`config.mk`:
```
export PLATFORM = sky130hd
export DESIGN_NAME = sticky_sr_status
export DESIGN_NICKNAME = d
export VERILOG_FILES = /design/src/rtl/sticky_sr_status.sv
export SDC_FILE = /design/constraint.sdc
export NUM_CORES = 1
export LEC_CHECK = 0
export CORE_MARGIN = 3
export CORE_UTILIZATION = 49
export DETAILED_ROUTE_END_ITERATION = 10
export MAX_ROUTING_LAYER = met4
export PLACE_DENSITY = 0.83
export SYNTH_ARGS = -nofsm -noshare
export SYNTH_HDL_FRONTEND = slang
export SYNTH_SLANG_ARGS = --single-unit
```
`constraint.sdc`:
```
create_clock -name CLK -period 5.4 [get_ports CLK]
set_input_delay 1.35 -clock CLK [delete_from_list [all_inputs] [get_ports CLK]]
set_output_delay 1.35 -clock CLK [all_outputs]
set_load 0.05 [all_outputs]
```
`src/rtl/sticky_sr_status.sv`:
```
// Sticky per-bit set/clear status register with IRQ/popcount summaries and a serial snapshot readout.
// Optional read-to-clear on readout completion: define STICKY_SR_RD_CLEAR_EN.
module sticky_sr_status #(
  parameter int WIDTH        = 8,
  parameter int SET_POLARITY = 1,
  parameter int CLR_POLARITY = 1
) (
  input  logic                       CLK,
  input  logic                       SRST,
  input  logic [WIDTH-1:0]           SET,
  input  logic [WIDTH-1:0]           CLR,
  output logic [WIDTH-1:0]           Q,
  output logic                       IRQ,
  output logic [$clog2(WIDTH+1)-1:0] PENDING,
  input  logic                       RD_REQ,
  output logic                       RD_BUSY,
  output logic                       RD_VALID,
  output logic                       RD_BIT,
  output logic                       RD_LAST,
  input  logic                       RD_READY
);

  localparam int PW    = $clog2(WIDTH + 1);
  localparam int IDX_W = (WIDTH > 1) ? $clog2(WIDTH) : 1;
  localparam logic [IDX_W-1:0] LAST_IDX = IDX_W'(WIDTH - 1);

  typedef enum logic [1:0] {IDLE, SHIFT, DONE} rd_state_e;

  rd_state_e        state_q, state_d;
  logic [WIDTH-1:0] q_p0, snap_p0;
  logic [IDX_W-1:0] idx_p0;
  logic             irq_p0;
  logic [PW-1:0]    pend_p1;

  logic [WIDTH-1:0] set_act, clr_act, rtc_mask, q_nxt, snap_sh;
  logic             beat_last, beat_xfer;

  function automatic logic [PW-1:0] popcount(input logic [WIDTH-1:0] v);
    logic [PW-1:0] n;
    n = '0;
    for (int i = 0; i < WIDTH; i++) n = n + PW'(v[i]);
    return n;
  endfunction

  assign set_act = (SET_POLARITY != 0) ? SET : ~SET;
  assign clr_act = (CLR_POLARITY != 0) ? CLR : ~CLR;

`ifdef STICKY_SR_RD_CLEAR_EN
  // Only bits captured in the snapshot are eligible, so late sets survive.
  assign rtc_mask = (state_q == DONE) ? snap_p0 : '0;
`else
  assign rtc_mask = '0;
`endif

  // Priority: clear, then set, then read-to-clear, then hold.
  assign q_nxt     = ~clr_act & (set_act | (q_p0 & ~rtc_mask));
  assign snap_sh   = snap_p0 >> idx_p0;
  assign beat_last = (idx_p0 == LAST_IDX);
  assign beat_xfer = (state_q == SHIFT) && RD_READY;

  always_comb begin
    state_d  = state_q;
    RD_BUSY  = 1'b0;
    RD_VALID = 1'b0;
    RD_BIT   = 1'b0;
    RD_LAST  = 1'b0;
    case (state_q)
      IDLE:  if (RD_REQ) state_d = SHIFT;
      SHIFT: begin
        RD_BUSY  = 1'b1;
        RD_VALID = 1'b1;
        RD_BIT   = snap_sh[0];
        RD_LAST  = beat_last;
        if (beat_xfer && beat_last) state_d = DONE;
      end
      DONE: begin
        RD_BUSY = 1'b1;
        state_d = IDLE;
      end
      default: state_d = IDLE;
    endcase
  end

  // Stage p0: status bits, IRQ and readout control
  always_ff @(posedge CLK) begin
    if (SRST) begin
      state_q <= IDLE;
      q_p0    <= '0;
      irq_p0  <= 1'b0;
      snap_p0 <= '0;
      idx_p0  <= '0;
    end else begin
      state_q <= state_d;
      q_p0    <= q_nxt;
      irq_p0  <= |q_nxt;
      if (state_q == IDLE && RD_REQ) begin
        snap_p0 <= q_p0;
        idx_p0  <= '0;
      end else if (beat_xfer && !beat_last) begin
        idx_p0  <= idx_p0 + IDX_W'(1);
      end
    end
  end

  // Stage p1: popcount of the registered status
  always_ff @(posedge CLK) begin
    if (SRST) pend_p1 <= '0;
    else      pend_p1 <= popcount(q_p0);
  end

  assign Q       = q_p0;
  assign IRQ     = irq_p0;
  assign PENDING = pend_p1;

endmodule

```
==> metrics.csv <==
metric,value,unit
status,"complete, no violations",
Worst Path Arrival,2200,ps
P_leak,0.672,nW
fin nets,197,
n_diodes,0,
die width,55.5,um
layout cell share with drive strength beyond 1,4.27,%
ANT nets after route,0,
clock sink count,26,
final hold viol count,0,
# setup viols final,0,
register area share after synthesis,43.4,%
register bit total from synthesis,26,
number of I/O pins,37,
Post-Route WL,2360,um
Starting Density,52.7,%
Final Skew,5.92,ps
core area,2280,um2
total global-route track usage,17.8,%
YS warnings,0,
DP HPWL,1850,um
unrepaired setup endpoints after global routing,false,
cell at the slowest stage of the critical path,clkdlybuf4s50_1,
clock latency on the worst-skew pair,320,ps
Tmin final,3550,ps
CTS Root Cell,clkbuf_4,
Setup TNS,0,ps
filler cell count,157,
"Cell Area, Synth",1200,um2
Area Growth Syn to Fin,36.0,%
first-pass GRT wire length,4340,um
final period utilization,65.8,%
Avg Vias per Cell,4.96,
Rows,17,
number of port buffers,36,
DRC,0,
Overflow after GRT,0,
pwr dens,337,nW/um2
Num CTS Buffers,3,
WL met2,1200,um
WL met1,1000,um
synthesized instance count,128,
GPL Wtd Cong,0.778,
met3 routed WL,126,um
Vias,953,
HP Class,flop to flop,
Final Power,0.549,mW
Top Layer Used,met4,
fin util,71.6,%
startpoint class of the critical path,flop,
number of post-CTS setup repair buffers,0,
CTS tree,yes,
crit path capture type,primary output,
final-report max-slew violation count,0,
post-place setup slack,2210,ps
maximum vdd drop,0.325,mV
Required @ worst endpoint,4050,ps
vias in the first global route,1041,
"Worst Path Class, Setup",flop to primary output,
drt pass-1 iters,4,
count of cell types in the netlist,28,
syn_area_per_cell,9.36,um2
Syn Nets,160,
max-cap violations,0,
initial antenna violation count,0,
critical path peak fanout,5,
PostCTS Resize Cnt,0,
Worst-Margin Slew,874,ps
final worst slack,1850,ps
die area,3080,um2
Die Y,55.5,um
"Reg clk slew, reported paths",140,ps
"slowest stage delay, CP",710,ps
hold buffers post-CTS,0,
initial DRC count,6,
H-Tree Depth,1,
CTS max path bufs,2,
Max Fclk,281,MHz
"Cell Chain, Critical Path",mux4_1 > nor2_1 > a311oi_1 > clkdlybuf4s50_1,
Slew HR,41.5,%
largest net degree at the start of global routing,27,
wire per inst,12.3,um
-- Yosys cell counts --
cell	n	share of area [%]
dfxtp_1	26	43
nand2_1	17	5.3
inv_1	14	4.4
a21oi_1	11	4.6
nor2_1	11	3.4
ha_1	8	8.4
o21bai_1	8	5.0
fa_1	4	6.7
clkbuf_1	3	0.94
mux2i_1	3	2.5
nor3_1	3	1.3
and2_1	2	1.0
nand4_1	2	1.0
xor2_1	2	1.5
a211oi_1	1	0.63
a21bo_2	1	0.84
a21o_1	1	0.63
a311oi_1	1	0.73
buf_2	1	0.42
mux2_2	1	0.94
mux4_1	1	2.2
nand2b_1	1	0.52
nand3_1	1	0.42
nand3b_1	1	0.63
nor2b_1	1	0.52
nor3b_1	1	0.63
o21ba_2	1	0.84
o31ai_1	1	0.63
-- final timing paths --
path | start | endpoint | slack, ps | depth (start not counted)
worst min register to register | snap_p0[3] | snap_p0[3] | 470 | 2
worst max register to register | Q[0] | PENDING[2] | 2500 | 10
worst max-delay path | idx_p0[0] | RD_BIT | 1850 | 4
worst min-delay path | snap_p0[3] | snap_p0[3] | 470 | 2
-- cells in the final DEF, fill, tap and decap left out, types with 2 or more instances in the layout --
cell type         n
clkbuf_4          3
nor3_1            3
dfxtp_1          26
fa_1              4
mux2i_1           3
o21bai_1          8
xor2_1            2
nor2_1           11
and2_1            2
ha_1              8
nand2_1          17
clkdlybuf4s50_1  36
inv_1            14
a21oi_1          11
nand4_1           2
-- power by group --
group | switching, mW | internal (mW)
sequential | 0.0115 | 0.210
clock | 0.0565 | 0.0751
combinational | 0.120 | 0.0758
total | 0.188 | 0.361
-- kinds of logic (layout without fill, tap and decap cells) --
kind of cell,after synthesis,after routing,share of synthesized area (%)
and+or+nand+nor,40,40,14.8
DFF,26,26,43.4
buffers and inverters,18,54,5.74
adders and majority gates,12,12,15.0
AOI/OAI and AO/OA,25,25,13.9
xor gates and xnor gates,2,2,1.46
muxes,5,5,5.64
-- cell type report --
type                       instances  area [um2]  area share (%)
multi-input combinational         84         609            37.4
inverter                          14        52.6            3.22
tap                               28        35.0            2.15
timing repair buffer              36         360            22.1
clock inverter                     1        30.0            1.84
sequential                        26         520            31.9
clock buffer                       3        22.5            1.38
-- registers in the layout, indices dropped and copies added (netlist names) --
register and cells:
IRQ 1, idx_p0 3, state_q 2, Q 8, PENDING 4, snap_p0 8
-- through the flow --
step / cell area (um2) / hold WS [ps] / cells
6_report: 1630 / 470 / 192
4_1_cts: 1630 / 472 / 192
3_3_place_gp: 1580 / 445 / 188
2_1_floorplan: 1200 / 432 / 128
5_1_grt: 1630 / 488 / 192
3_5_place_dp: 1580 / 453 / 188
-- per-layer routing --
layer,vias up,track usage (%)
li1,497,-
met1,425,20.1
met2,28,30.7
met3,3,3.27
met4,0,6.94
met5,-,-
-- worst max-delay path: cells and delay by family, from the launching register on --
family | cells | cell delay (ps)
mux | 1 | 560
buf+inv | 1 | 710
simple gates | 1 | 100
compound gates | 1 | 50
flops | 1 | 450
(Power assumes the default switching activity.)
